**src/rtl/rr_merge_sched_if.sv**
```systemverilog
// Link between upstream streams, the round-robin merge scheduler and the downstream stage.
// The master view belongs to the scheduler; the slave view belongs to the surrounding logic.
interface rr_merge_sched_if #(
    parameter int word_width = 16,
    parameter int num_in     = 4,
    parameter int log_num_in = 2
);
    logic                         busy;
    logic [num_in*word_width-1:0] in_data;
    logic [num_in-1:0]            stall;
    logic [word_width-1:0]        out;
    logic [log_num_in-1:0]        grant_id;

    modport master (
        input  busy,
        input  in_data,
        output stall,
        output out,
        output grant_id
    );

    modport slave (
        output busy,
        output in_data,
        input  stall,
        input  out,
        input  grant_id
    );
endinterface

```
**src/rtl/rr_merge_sched.sv**
```systemverilog
// Round-robin scheduler sharing one merge-tree output link among num_in streams,
// with downstream backpressure and a burst limit on how long one input may hold the link.
module rr_merge_sched #(
    parameter int word_width = 16,
    parameter int val_bit    = 1,
    parameter int num_in     = 4,
    parameter int log_num_in = 2,
    parameter int max_burst  = 4,
    parameter int log_burst  = 3
) (
    input  logic               clk,
    input  logic               rst,
    rr_merge_sched_if.master   bus
);

    localparam int                   VALID_MSB = word_width - val_bit;
    localparam logic [log_burst-1:0] MAX_CNT   = log_burst'(max_burst);

    typedef enum logic [1:0] {
        IDLE    = 2'd0,
        BURST   = 2'd1,
        BLOCKED = 2'd2
    } state_t;

    state_t                  state_r;
    state_t                  state_nxt_s;
    logic [log_num_in-1:0]   owner_r;
    logic [log_burst-1:0]    burst_cnt_r;
    logic [word_width-1:0]   out_r;
    logic [log_num_in-1:0]   grant_id_r;

    logic [num_in-1:0]       req_s;
    logic [num_in-1:0]       gnt_s;
    logic [num_in-1:0]       stall_s;
    logic [log_num_in-1:0]   gnt_idx_s;
    logic                    gnt_vld_s;
    logic                    others_s;
    logic                    owner_keep_s;

    // Extract the per-input request (valid) bits from the packed input bus
    always_comb begin
        req_s = '0;
        for (int i = 0; i < num_in; i++) begin
            req_s[i] = bus.in_data[i*word_width + VALID_MSB];
        end
    end

    // Grant selection: keep the owner while its burst allows, else rotate from owner+1
    always_comb begin
        int   idx_v;
        logic found_v;
        idx_v     = 0;
        found_v   = 1'b0;
        others_s  = 1'b0;
        gnt_idx_s = owner_r;
        for (int i = 0; i < num_in; i++) begin
            if ((i != int'(owner_r)) && req_s[i]) begin
                others_s = 1'b1;
            end else begin
                others_s = others_s;
            end
        end
        // A zero count means no burst is active, so the owner gets no preference
        owner_keep_s = req_s[owner_r] && (burst_cnt_r != {log_burst{1'b0}})
                       && ((burst_cnt_r < MAX_CNT) || !others_s);
        if (owner_keep_s) begin
            gnt_idx_s = owner_r;
        end else begin
            for (int k = 1; k <= num_in; k++) begin
                idx_v = (int'(owner_r) + k) % num_in;
                if (!found_v && req_s[idx_v]) begin
                    found_v   = 1'b1;
                    gnt_idx_s = log_num_in'(idx_v);
                end else begin
                    found_v = found_v;
                end
            end
        end
        gnt_vld_s = !bus.busy && (|req_s);
    end

    // FSM state register
    always_ff @(posedge clk or negedge rst) begin
        if (!rst) begin
            state_r <= IDLE;
        end else begin
            state_r <= state_nxt_s;
        end
    end

    // FSM next-state logic
    always_comb begin
        state_nxt_s = state_r;
        case (state_r)
            IDLE: begin
                if (bus.busy)       state_nxt_s = BLOCKED;
                else if (|req_s)    state_nxt_s = BURST;
                else                state_nxt_s = IDLE;
            end
            BURST: begin
                if (bus.busy)       state_nxt_s = BLOCKED;
                else if (!(|req_s)) state_nxt_s = IDLE;
                else                state_nxt_s = BURST;
            end
            BLOCKED: begin
                if (bus.busy)       state_nxt_s = BLOCKED;
                else if (|req_s)    state_nxt_s = BURST;
                else                state_nxt_s = IDLE;
            end
            default: state_nxt_s = IDLE;
        endcase
    end

    // FSM outputs: one-hot grant and per-input stall
    always_comb begin
        gnt_s = '0;
        if (gnt_vld_s) begin
            gnt_s[gnt_idx_s] = 1'b1;
        end else begin
            gnt_s = '0;
        end
        stall_s = {num_in{bus.busy}} | (req_s & ~gnt_s);
    end

    // Owner, burst counter and registered output word
    always_ff @(posedge clk or negedge rst) begin
        if (!rst) begin
            owner_r     <= log_num_in'(num_in - 1);
            burst_cnt_r <= '0;
            out_r       <= '0;
            grant_id_r  <= '0;
        end else if (gnt_vld_s) begin
            out_r      <= bus.in_data[int'(gnt_idx_s)*word_width +: word_width];
            grant_id_r <= gnt_idx_s;
            owner_r    <= gnt_idx_s;
            if (gnt_idx_s != owner_r) begin
                burst_cnt_r <= {{(log_burst-1){1'b0}}, 1'b1};
            end else if (burst_cnt_r >= MAX_CNT) begin
                burst_cnt_r <= MAX_CNT;
            end else begin
                burst_cnt_r <= burst_cnt_r + 1'b1;
            end
        end else if (!bus.busy) begin
            out_r[VALID_MSB] <= 1'b0;
            burst_cnt_r      <= '0;
        end else begin
            out_r <= out_r;
        end
    end

    assign bus.stall    = stall_s;
    assign bus.out      = out_r;
    assign bus.grant_id = grant_id_r;

endmodule

```
**src/flat_wrapper.sv**
```systemverilog
// flat-port wrapper written by rule: the top's interface ports become plain ports
module rr_merge_sched_flat 
#(
    parameter int word_width = 16,
    parameter int val_bit    = 1,
    parameter int num_in     = 4,
    parameter int log_num_in = 2,
    parameter int max_burst  = 4,
    parameter int log_burst  = 3
)
  (clk, rst, bus_busy, bus_in_data, bus_stall, bus_out, bus_grant_id);
  rr_merge_sched_if #(.word_width(word_width), .num_in(num_in), .log_num_in(log_num_in)) bus_i ();
  input  logic clk;
  input  logic rst;
  input wire logic [$bits(bus_i.busy)-1:0] bus_busy;
  input wire logic [$bits(bus_i.in_data)-1:0] bus_in_data;
  output wire logic [$bits(bus_i.stall)-1:0] bus_stall;
  output wire logic [$bits(bus_i.out)-1:0] bus_out;
  output wire logic [$bits(bus_i.grant_id)-1:0] bus_grant_id;
  assign bus_i.busy = bus_busy;
  assign bus_i.in_data = bus_in_data;
  assign bus_stall = bus_i.stall;
  assign bus_out = bus_i.out;
  assign bus_grant_id = bus_i.grant_id;
  rr_merge_sched #(.word_width(word_width), .val_bit(val_bit), .num_in(num_in), .log_num_in(log_num_in), .max_burst(max_burst), .log_burst(log_burst)) u_core (.clk(clk), .rst(rst), .bus(bus_i));
endmodule
```
**config.mk**
```make
export PLATFORM = sky130hd
export DESIGN_NAME = rr_merge_sched_flat
export DESIGN_NICKNAME = d
export VERILOG_FILES = /design/src/rtl/rr_merge_sched_if.sv /design/src/rtl/rr_merge_sched.sv /design/src/flat_wrapper.sv
export SDC_FILE = /design/constraint.sdc
export NUM_CORES = 1
export LEC_CHECK = 0
export ABC_AREA = 1
export CELL_PAD_IN_SITES_DETAIL_PLACEMENT = 1
export CELL_PAD_IN_SITES_GLOBAL_PLACEMENT = 1
export CORE_MARGIN = 1.5
export CORE_UTILIZATION = 29
export CTS_BUF_LIST = sky130_fd_sc_hd__clkbuf_16
export DETAILED_ROUTE_END_ITERATION = 10
export PLACE_DENSITY = 0.87
export SETUP_SLACK_MARGIN = 0.2
export SLEW_MARGIN = 20
export SYNTH_ARGS = -nofsm -noshare
export SYNTH_HDL_FRONTEND = slang
export SYNTH_SLANG_ARGS = --single-unit
```
**constraint.sdc**
```tcl
create_clock -name clk -period 2.8 [get_ports clk]
set_input_delay 0.56 -clock clk [delete_from_list [all_inputs] [get_ports clk]]
set_output_delay 0.56 -clock clk [all_outputs]
set_load 0.005 [all_outputs]
```
# After elaboration in Yosys (flattened, before gate mapping)
# Index checks and enable logic that the tools add are counted.
[classes]
n_reduce_logical = 24
muxes = 38
shift = 1
n_bitwise = 7
n_lt_le_gt_ge = 9
eq_ne = 5
addsub = 5
[ops]
columns = ["op", "count"]
rows = [
  ["variable part select 64 x 7 -> 16 bit", 1],
  ["2-to-1 mux 1 bit", 21],
  ["< comparator 3 x 4 -> 1 bit (second input constant)", 4],
  ["2-to-1 mux 16 bit", 1],
  ["2-to-1 mux 3 bit", 4],
  ["logical AND 1 bit", 11],
  ["binary-select mux 1 bit (select 2 bit)", 5],
  ["2-to-1 mux 2 bit", 5],
  ["OR reduction 2 bit", 4],
  ["< comparator 2 x 3 -> 1 bit (second input constant)", 2],
  ["zero test 1 bit", 5],
  ["adder 2 x 1 -> 2 bit (second input constant)", 2],
  ["adder 2 bit (second input constant)", 2],
  ["bitwise AND 1 bit (first input constant)", 4],
  ["bitwise AND 4 bit", 1],
  ["2-to-1 mux 4 bit", 1],
  ["inequality test 2 bit (first input constant)", 2],
  ["inverter 4 bit", 1],
  ["OR 4 bit", 1],
  ["OR reduction 4 bit", 1],
  ["adder 3 x 1 -> 3 bit (second input constant)", 1],
  [">= comparator 3 bit (second input constant)", 1],
  ["< comparator 3 bit (second input constant)", 1],
  ["nonzero test 3 bit", 1],
  ["7 further kinds", 7],
]
[totals]
register_bits = 23

# Longest topological paths before layout
# Gate-level depths: netlist of run 1.
[logic_depth]
word_depth = 30
depth_mapped = 18

# Worst setup path before layout of run 1
# Ideal clock, no wire load.
[synth_timing]
path_type = "reg2out"
startpoint = "reg u_core.owner_r[0]"
endpoint = "out bus_stall[0]"
path_slack_ns = 0.143
required_time_ns = 2.240
stages_incl_launch_ff = 17
arrival_ns = 2.097
cell_sequence = "dfstp_2 -> buf_6 -> inv_6 -> ha_1 -> inv_1 -> nand3_2 -> nand2_1 -> inv_2 -> nand3_2 -> nand2_1 -> nand2_1 -> nand2_1 -> nand2_4 -> buf_4 -> nand2_1 -> o21ai_1 -> nand2_1"
[synth_between]
elab_chain_cells = 26
word_cells_on_any_way = 60
classes_between = "add/sub: 4; order compare: 2; eq/ne: 3; mux: 32; bitwise: 3; reduce/logical: 16"
[synth_rtl]
columns = ["item", "line", "rtl"]
rows = [
  ["from (decl)", "rr_merge_sched.sv:27", "logic [log_num_in-1:0] owner_r;"],
  ["from (signal assigned)", "rr_merge_sched.sv:128", "owner_r <= log_num_in'(num_in - 1);"],
  ["from (signal assigned)", "rr_merge_sched.sv:135", "owner_r <= gnt_idx_s;"],
  ["adder 2 x 1 -> 2 bit", "rr_merge_sched.sv:70", "idx_v = (int'(owner_r) + k) % num_in;"],
  ["binary-select mux 1 bit (select 2 bit)", "rr_merge_sched.sv:71", "if (!found_v && req_s[idx_v]) begin"],
  ["2-to-1 mux 1 bit (not written as such) (2 in a row)", "rr_merge_sched.sv:71", ""],
  ["2-to-1 mux 1 bit", "rr_merge_sched.sv:71", ""],
  ["2-to-1 mux 1 bit", "rr_merge_sched.sv:66", "if (owner_keep_s) begin"],
  ["zero test 1 bit", "rr_merge_sched.sv:71", ""],
  ["logical AND 1 bit", "rr_merge_sched.sv:71", ""],
  ["2-to-1 mux 1 bit", "rr_merge_sched.sv:71", ""],
  ["(+9 left out)", "-", ""],
  ["< comparator 2 x 3 -> 1 bit (not written as such) or >= comparator 2 x 1 -> 1 bit (tied branches)", "rr_merge_sched.sv:118", "gnt_s[gnt_idx_s] = 1'b1;"],
  ["logical AND 1 bit (not written as such)", "rr_merge_sched.sv:118", ""],
  ["2-to-1 mux 1 bit (not written as such)", "rr_merge_sched.sv:118", ""],
  ["demux 1 bit (select 2 bit) *", "-", ""],
  ["2-to-1 mux 4 bit *", "rr_merge_sched.sv:117", "if (gnt_vld_s) begin"],
  ["inverter 4 bit *", "rr_merge_sched.sv:122", "stall_s = {num_in{bus.busy}} | (req_s & ~gnt_s);"],
  ["bitwise AND 4 bit *", "rr_merge_sched.sv:122", ""],
  ["OR 4 bit *", "rr_merge_sched.sv:122", ""],
  ["to (decl)", "flat_wrapper.sv:17", "output wire logic [$bits(bus_i.stall)-1:0] bus_stall;"],
]
# Every way passes the cells marked *; elsewhere a longest branch is shown, timed or not. The select of a mux whose other input is x is not followed.

# Worst setup path after layout of run 1
[layout_timing]
startpoint = "reg u_core.owner_r[1]"
endpoint = "out bus_stall[2]"
# Same word-level chain as after synthesis.

==> results.json, run 1 <==
{
  "status": "finished with violations",
  "violations": "setup timing",
  "holdPathEnd": "u_core.bus.out[8]$_DFFE_PN0P_",
  "yosysTopAreaCell": "dfrtp_1",
  "drv_cap": 0,
  "cpMaxStageDelayCell": "dfstp_2",
  "postLayoutCellArea_mm2": 0.003620,
  "ys.warnings.count": 0,
  "relSlewSlack": 0.7937,
  "io_buffers": 88,
  "crit_cells": 12,
  "avgRoutedWirePerCell_um": 15.41,
  "cpPeakStageDelay_ns": 0.55,
  "drive_above_1_share": 0.1959,
  "clockRootBuffer": "clkbuf_16",
  "initial_core_util": 0.3015,
  "ff_latch_area_um2": 578.1,
  "synthTopCellsByCount": "126 x nand2_1, 84 x nand3_1, 70 x inv_1, 21 x dfrtp_1, 10 x o21ai_0",
  "multiInputGateArea_mm2": 0.001314,
  "ctsLongestPathBuffers": 2,
  "routed_wirelength_mm": 9.075,
  "rr_startpoint": "u_core.owner_r[1]$_DFFE_PN1P_",
  "gp_congestion": 0.8896,
  "path_cells": "inv_2 > ha_4 > inv_2 > nand3_1 > nand2_2 > nand4_1 > nand3_4 > nand2_4 > buf_6 > o21ai_2 > nand2_1 > buf_2",
  "dr.pass1.iters": 4,
  "finalSetupViolCount": 4,
  "hold_depth": 2,
  "insertion_delay_ns": 0.26,
  "p_leak_nw": 1.979,
  "cp.arrival_ns": 2.34,
  "crit_required_ns": 2.24,
  "cts_made_buffers": 3,
  "fmax_mhz": 344.7,
  "power_density_mw_per_mm2": 1455,
  "synthToLayoutAreaGrowth_pct": 64.66,
  "cts_tree": "yes",
  "grt_pass1_wl_mm": 14.99,
  "period_needed_ns": 2.901,
  "drv_slew": 0,
  "synth_async_sr_flop_share": 1.000,
  "worstSetupPathType": "reg -> out",
  "peakVddDrop_v": 0.0005773,
  "synth_edf_count": 0,
  "ys_types": 24,
  "timing.final.crit_share": 1.036,
  "hold_path_class": "reg -> reg",
  "grt_pass1_vias": 3227,
  "drtAntennaViolNets": 0,
  "crit_buf_inv": 4,
  "routed-via-count": 2865,
  "cp-start-kind": "flop",
  "nNetsFinal": 564,
  "synth.most_common_cell": "nand2_1",
  "rsz0062_at_grt": "yes",
  "grt_max_degree": 31,
  "cts_sinks": 23,
  "synth_nets": 441,
  "antenna_cells": 0,
  "boundaryPins": 89,
  "synth_ff_type": "dfrtp_1",
  "hold_path.startpoint": "u_core.bus.out[8]$_DFFE_PN0P_",
  "yosys-top-cells-area": "dfrtp_1 24%, nand2_1 22%, nand3_1 19%",
  "synthCells": 368,
  "syn-cell-area_mm2": 0.002198,
  "htree_levels": 1,
  "ff2ff_setup_slack_ns": 0.28,
  "setup_slack_ns": -0.1009,
  "die_y_um": 90.07,
  "drt_iter0_markers": 115,
  "crit_fanout": 4,
  "grt_overflow": 0,
  "core_mm2": 0.007292,
  "num_rows": 31,
  "hold_ws_ns": 0.4835,
  "hold_viol": 0,
  "dpl_cell_area_mm2": 0.003351,
  "fillCellCount": 989,
  "antenna_found_initial": 0,
  "dieArea_mm2": 0.008112,
  "synth.avg_cell_area_um2": 5.974,
  "crit_family": "simple AND/OR/NAND/NOR gates",
  "reg2reg_to": "u_core.bus.out[0]$_DFFE_PN0P_",
  "via_per_inst": 4.864,
  "finClkSkew_ns": 0.004880,
  "yosysSeqAreaShare": 0.2629,
  "worst_pin_slew_ns": 0.3094,
  "critPathMostFrequentCell": "inv_2",
  "drcViolationCount": 0,
  "end_kind": "output port",
  "dp_hpwl_mm": 6.699,
  "reg2reg_depth": 13,
  "track_usage": 0.2271,
  "yosys.area.top_type_share": 0.2390,
  "die_w_um": 90.07,
  "clkSlewWorstSetupHoldPaths_ns": 0.06,
  "ys_seq_elements": 23
}
worst min-delay path, delay by kind of cell (launching register included):
kind / cells / cell delay (ns)
DFF: 1 / 0.34
and+or+nand+nor: 2 / 0.11
cell usage in the layout (no fill, tap or decap):
| cell type | Yosys | layout |
|---|---|---|
| and2_4 | 1 | 1 |
| o21ai_0 | 10 | 6 |
| nand2_2 | 7 | 13 |
| buf_6 | 4 | 5 |
| inv_2 | 4 | 5 |
| buf_2 | 7 | 4 |
| nand3_4 | 0 | 2 |
| dfstp_2 | 2 | 2 |
| o21ai_1 | 5 | 5 |
| nand2_4 | 3 | 7 |
| clkdlybuf4s50_1 | 0 | 80 |
| a41oi_2 | 1 | 1 |
| ha_4 | 0 | 1 |
| clkbuf_16 | 0 | 3 |
| inv_6 | 1 | 1 |
| clkinv_1 | 1 | 1 |
| buf_12 | 0 | 1 |
| nor2_4 | 1 | 1 |
| buf_4 | 2 | 39 |
| clkinv_2 | 0 | 1 |
| ha_1 | 6 | 5 |
| inv_4 | 1 | 2 |
| o21ai_2 | 0 | 4 |
| nand3_1 | 84 | 83 |
| nand4_1 | 2 | 2 |
| nor2_1 | 3 | 3 |
| inv_1 | 70 | 68 |
| dlygate4sd2_1 | 0 | 4 |
| dfrtp_1 | 21 | 21 |
| nand3_2 | 4 | 3 |
| nand2_1 | 126 | 116 |
registers in the layout, indices dropped and copies added (netlist names):
signal and cells:
u_core.bus.grant_id 2, u_core.bus.out 16, u_core.owner_r 2, u_core.burst_cnt_r 3
repair_timing:
item                       CTS  global route
setup endpoints to repair    4             6
setup buffers               13             2
hold buffers                 0             0
pin swaps                   16            10
gates resized for setup     46             7
logic make-up after synthesis:
| logic type | Yosys count | synth area share |
|---|---|---|
| and+or+nand+nor | 231 | 0.4798 |
| adders and majority gates | 6 | 0.03415 |
| AOI/OAI and AO/OA | 16 | 0.04155 |
| buffers and inverters | 92 | 0.1816 |
| DFF | 23 | 0.2629 |
where the power goes:
part           total, mW  switching (mW)  internal [mW]  leakage [nW]
sequential         0.627           0.121          0.506         0.281
combinational       4.33            2.59           1.75          1.66
clock              0.308           0.116          0.192        0.0409
total               5.27            2.82           2.45          1.98
per-layer routing:
metal,part of all wire,routed length (µm),vias up,global-route usage
li1,-,-,1370,-
met1,0.39,3557,1356,0.2557
met5,0,0,-,0
met3,0.045,406,27,0.02961
met4,0.036,327,0,0.07937
met2,0.53,4784,112,0.4324
area by class of cell:
type                       count  area share
inverter                      77     0.08261
timing repair buffer         133      0.3384
clock buffer                   3     0.02074
clock inverter                 1    0.001383
tap                           99     0.03422
sequential                    23      0.1597
multi-input combinational    253      0.3629
worst max path at each step:
| stage | from | end |
|---|---|---|
| finish | u_core.owner_r[1]$_DFFE_PN1P_ | bus_stall[2] |
| global route | u_core.owner_r[1]$_DFFE_PN1P_ | bus_stall[3] |
| CTS | u_core.owner_r[0]$_DFFE_PN1P_ | bus_stall[3] |
| detailed placement | bus_in_data[15] | bus_stall[2] |
| global placement | bus_in_data[31] | bus_stall[1] |
| floorplan | u_core.owner_r[0]$_DFFE_PN1P_ | bus_stall[0] |
per-stage QoR:
step	TNS (ns)	worst slack (ns)	power (mW)	util	cells
6_report	-0.2291	-0.1009	5.268	0.4964	589
5_1_grt	-0.7695	-0.2170	5.740	0.4964	589
4_1_cts	0	0.01245	5.072	0.4899	587
3_5_place_dp	-1.745	-0.4977	4.335	0.4595	570
3_3_place_gp	-1.375	-0.3669	4.212	0.4595	570
2_1_floorplan	0	0.2258	3.029	-	368
(Power assumes the default switching activity.)
==> run 2, diff against run 1 <==
- CORE_UTILIZATION: 29 -> 26
- PLACE_DENSITY: 0.87 -> 0.82
- clock period: 2.8 -> 2.45 ns (I/O delays scaled with it)
==> results.json, run 2 (same netlist as run 1, synthesis figures left out) <==
{
  "status": "finished with violations",
  "violations": "setup timing",
  "startpoint": "bus_in_data[47]",
  "cts_sinks": 23,
  "cp.arrival_ns": 2.37,
  "use_met2": 0.4030,
  "cts_made_buffers": 3,
  "hold_ws_ns": 0.4845,
  "drcViolationCount": 0,
  "routed-via-count": 2866,
  "drv_cap": 0,
  "drt_iter0_markers": 91,
  "ctsLongestPathBuffers": 2,
  "cp-start-kind": "primary input",
  "cts_tree": "yes",
  "clkSlewWorstSetupHoldPaths_ns": 0.06,
  "crit_required_ns": 1.96,
  "grt_pass1_wl_mm": 14.61,
  "avgRoutedWirePerCell_um": 15.88,
  "hold_path.startpoint": "u_core.bus.out[4]$_DFFE_PN0P_",
  "reg2reg_depth": 16,
  "timing.final.crit_share": 1.166,
  "rr_startpoint": "u_core.owner_r[0]$_DFFE_PN1P_",
  "path_cells": "clkdlybuf4s50_1 > inv_1 > nand2_1 > nand3_1 > nand2_2 > nand3_4 > nand2_2 > nand3_2 > nand2_2 > nand2_2 > o21ai_1 > nand2_1 > buf_2",
  "fillCellCount": 1038,
  "power.total_mw": 7.201,
  "hold_viol": 0,
  "final_cell_mix": "96 x nand2_1, 81 x clkdlybuf4s50_1, 69 x inv_1",
  "hold_path_class": "reg -> reg",
  "fmax_mhz": 350.2,
  "core_mm2": 0.008217,
  "antenna_found_initial": 0,
  "peakVddDrop_v": 0.001035,
  "setup_slack_ns": -0.4056,
  "finClkSkew_ns": 0.005575,
  "die_w_um": 94.95,
  "critPathMostFrequentCell": "nand2_2",
  "initial_core_util": 0.2675,
  "grt_pass1_vias": 3152,
  "dieArea_mm2": 0.009016,
  "final_common_cell": "nand2_1",
  "clockRootBuffer": "clkbuf_16",
  "die_y_um": 94.95,
  "post-place-ws_ns": -0.6630,
  "top_usage_layer": "met2",
  "insertion_delay_ns": 0.26,
  "htree_levels": 1,
  "num_rows": 33,
  "worst_pin_slew_ns": 0.2970,
  "dr.pass1.iters": 4,
  "gp_congestion": 0.8608,
  "end_kind": "output port",
  "use_met1": 0.2424,
  "met3_usage": 0.01932,
  "crit_fanout": 4,
  "antenna_cells": 0,
  "dp_hpwl_mm": 6.582,
  "boundaryPins": 89,
  "grt_max_degree": 31,
  "reg2reg_to": "u_core.bus.out[3]$_DFFE_PN0P_",
  "endpoint": "bus_stall[2]",
  "grt_overflow": 0,
  "dp_cells": 573,
  "final_cells": 592,
  "rsz0062_at_grt": "yes",
  "finalSetupViolCount": 14,
  "nNetsFinal": 561,
  "via_per_inst": 4.841,
  "p_leak_nw": 2.079,
  "track_usage": 0.2095,
  "drv_slew": 0,
  "synthToLayoutAreaGrowth_pct": 78.32,
  "period_needed_ns": 2.856,
  "power_density_mw_per_mm2": 1837,
  "routed_wirelength_mm": 9.400,
  "cpPeakStageDelay_ns": 0.55,
  "cts_hold_buffers": 0,
  "relSlewSlack": 0.8014,
  "largest_reg_flops": 16,
  "ff2ff_setup_slack_ns": -0.04,
  "io_buffers": 88,
  "worstSetupPathType": "in -> out",
  "drtAntennaViolNets": 0,
  "cpMaxStageDelayCell": "clkdlybuf4s50_1",
  "drive_above_1_share": 0.2916
}
-- run 2: how the worst min path moves through the flow --
stage                                          to  slack [ns]  depth (start not counted)
6_report            u_core.bus.out[4]$_DFFE_PN0P_        0.48                          2
5_1_grt             u_core.bus.out[2]$_DFFE_PN0P_        0.51                          2
4_1_cts             u_core.bus.out[8]$_DFFE_PN0P_        0.48                          2
3_5_place_dp   u_core.bus.grant_id[1]$_DFFE_PN0P_        0.47                          2
3_3_place_gp        u_core.bus.out[4]$_DFFE_PN0P_        0.47                          2
2_1_floorplan   u_core.burst_cnt_r[0]$_DFFE_PN0P_        0.19                          0
-- run 2: power by group --
| group | internal [mW] | switching [mW] | leakage, nW |
|---|---|---|---|
| clock | 0.220 | 0.137 | 0.0409 |
| sequential | 0.579 | 0.134 | 0.281 |
| combinational | 2.64 | 3.49 | 1.76 |
-- run 2: layer usage --
| metal | wire length (µm) | vias up |
|---|---|---|
| li1 | - | 1369 |
| met1 | 3854 | 1396 |
| met2 | 5010 | 80 |
| met3 | 302 | 21 |
| met4 | 233 | 0 |
| met5 | 0 | - |
-- run 2: worst max-delay path: cells and delay by family --
kind	cells	cell delay (ns)
AOI/OAI and AO/OA	1	0.16
and+or+nand+nor	9	0.92
buffers and inverters	3	0.78
-- run 2: layout make-up --
class | count | area [µm²] | area share
Sequential cell | 23 | 578.1 | 0.1475
Multi-Input combinational cell | 253 | 1550 | 0.3955
Tap cell | 105 | 131.4 | 0.03351
Inverter | 77 | 304.0 | 0.07756
Timing Repair Buffer | 130 | 1276 | 0.3256
Clock buffer | 3 | 75.07 | 0.01915
Clock inverter | 1 | 5.005 | 0.001277
-- run 2: through the flow --
step | TNS [ns] | utilization | cell area, µm²
CTS | -1.238 | 0.4562 | 3749
detailed placement | -6.112 | 0.4081 | 3353
finish | -1.885 | 0.4771 | 3920
global placement | -5.180 | 0.4081 | 3353
floorplan | -0.04557 | - | 2232
global route | -4.059 | 0.4771 | 3920
-- run 2: timing repair --
action                     CTS  global route
setup endpoints to repair   22            25
pin swaps                   19            12
gates cloned                 2             0
gates resized for setup     87            25
buffers inserted             3            10
==> run 3, diff against run 2 <==
- PLACE_DENSITY: 0.82 -> not set
- PLACE_DENSITY_LB_ADDON: not set -> 0.1
==> results.json, run 3 (same netlist as run 1, synthesis figures left out) <==
{
  "setup_slack_ns": -0.4252,
  "insertion_delay_ns": 0.26,
  "htree_levels": 1,
  "finClkSkew_ns": 0.002759,
  "antenna_found_initial": 0,
  "crit_fanout": 4,
  "dieArea_mm2": 0.009016,
  "ctsLongestPathBuffers": 2,
  "grt_max_degree": 31,
  "finalSetupViolCount": 16,
  "grt_pass1_vias": 3033,
  "drv_slew": 0,
  "critPathMostFrequentCell": "nand2_2",
  "fillCellCount": 1034,
  "path_cells": "inv_4 > ha_4 > inv_4 > nand3_4 > buf_4 > nand2_1 > nand2_1 > nand2_2 > nand2_4 > nand2_2 > nand2_2 > nand2_4 > nand2_2 > o21ai_2 > nand2_1 > buf_2",
  "hold_path_class": "reg -> reg",
  "routed_wirelength_mm": 10.10,
  "final_common_cell": "nand2_1",
  "initial_core_util": 0.2675,
  "drtAntennaViolNets": 0,
  "nNetsFinal": 585,
  "multiInputGateArea_mm2": 0.001485,
  "worst_pin_slew_ns": 0.3073,
  "ff_latch_area_um2": 578.1,
  "drt_iter0_markers": 90,
  "dr.pass1.iters": 4,
  "clkSlewWorstSetupHoldPaths_ns": 0.06,
  "use_met1": 0.2470,
  "dp_cells": 579,
  "cp.arrival_ns": 2.39,
  "core_mm2": 0.008217,
  "cts_tree": "yes",
  "dp_hpwl_mm": 6.633,
  "num_rows": 33,
  "synthToLayoutAreaGrowth_pct": 88.56,
  "clockRootBuffer": "clkbuf_16",
  "die_y_um": 94.95,
  "cpMaxStageDelayCell": "dfstp_2",
  "fmax_mhz": 347.8,
  "final_cell_mix": "105 x nand2_1, 81 x clkdlybuf4s50_1, 69 x inv_1",
  "timing.final.crit_share": 1.174,
  "end_kind": "output port",
  "grt_pass1_wl_mm": 14.88,
  "boundaryPins": 89,
  "violations": "setup timing",
  "io_buffers": 88,
  "hold_viol": 0,
  "antenna_cells": 0,
  "cts_made_buffers": 3,
  "top_usage_layer": "met2",
  "largest_reg_flops": 16,
  "period_needed_ns": 2.875,
  "via_per_inst": 4.719,
  "die_w_um": 94.95,
  "track_usage": 0.2173,
  "crit_required_ns": 1.96,
  "cp-start-kind": "flop",
  "status": "finished with violations",
  "grt_overflow": 0,
  "drive_above_1_share": 0.2955,
  "gp_congestion": 0.8877,
  "rsz0062_at_grt": "yes",
  "worstSetupPathType": "reg -> out",
  "relSlewSlack": 0.7951,
  "met3_usage": 0.02576,
  "routed-via-count": 2907,
  "cpPeakStageDelay_ns": 0.59,
  "drv_cap": 0,
  "drcViolationCount": 0,
  "final_cells": 616,
  "cts_sinks": 23,
  "use_met2": 0.4113,
  "avgRoutedWirePerCell_um": 16.40
}
## run 3: worst max-delay path: cells and delay by family (launching register included)
kind | cells | cell delay (ns)
buf+inv | 4 | 0.41
fa+ha+maj | 1 | 0.27
flops | 1 | 0.59
simple gates | 10 | 0.73
compound gates | 1 | 0.12
## run 3: repair_timing
item / in CTS / in global routing
hold buffers: 0 / 0
setup endpoints to repair: 24 / 26
setup buffers: 23 / 5
gates resized for setup: 57 / 51
hold endpoints to repair: 0 / 0
cloned: 3 / 2
pin swaps: 18 / 31
## run 3: layout make-up
type	count	share of cell area
Inverter	77	0.07425
Timing Repair Buffer	154	0.3764
Clock inverter	1	0.001811
Multi-Input combinational cell	253	0.3583
Sequential cell	23	0.1395
Clock buffer	3	0.01811
Tap cell	105	0.03169
## run 3: metal layers
metal	vias to the layer above	part of all wire
li1	1420	-
met1	1384	0.39
met4	0	0.041
met2	77	0.54
met3	26	0.030
met5	-	0
## run 3: final timing paths
path / depth (start not counted) / slack (ns) / from / end
setup reg to reg: 21 / -0.41 / u_core.owner_r[0]$_DFFE_PN1P_ / u_core.owner_r[1]$_DFFE_PN1P_
max in group asynchronous: 2 / 1.57 / rst / u_core.owner_r[0]$_DFFE_PN1P_
min in group asynchronous: 2 / 0.59 / rst / u_core.bus.out[15]$_DFFE_PN0P_
hold reg to reg: 2 / 0.48 / u_core.bus.out[14]$_DFFE_PN0P_ / u_core.bus.out[14]$_DFFE_PN0P_
setup / recovery: 16 / -0.43 / u_core.owner_r[1]$_DFFE_PN1P_ / bus_stall[0]
hold / removal: 2 / 0.48 / u_core.bus.out[14]$_DFFE_PN0P_ / u_core.bus.out[14]$_DFFE_PN0P_
## run 3: metrics by stage
| stage | utilization | hold WS [ns] | area, µm² | TNS [ns] | setup slack, ns |
|---|---|---|---|---|---|
| after floorplan | - | 0.1944 | 2232 | -0.04557 | -0.02278 |
| after global placement | 0.4151 | 0.4667 | 3411 | -5.942 | -0.6406 |
| after detailed placement | 0.4151 | 0.4728 | 3411 | -7.047 | -0.6881 |
| after CTS | 0.4714 | 0.4936 | 3874 | -1.810 | -0.3251 |
| after global routing | 0.5045 | 0.5063 | 4145 | -5.126 | -0.5187 |
| final | 0.5045 | 0.4820 | 4145 | -2.605 | -0.4252 |
Power of run 3 is left out: the tool's default activity adds up to more than one toggle a clock period on the data nets, which glitch-free logic cannot reach.
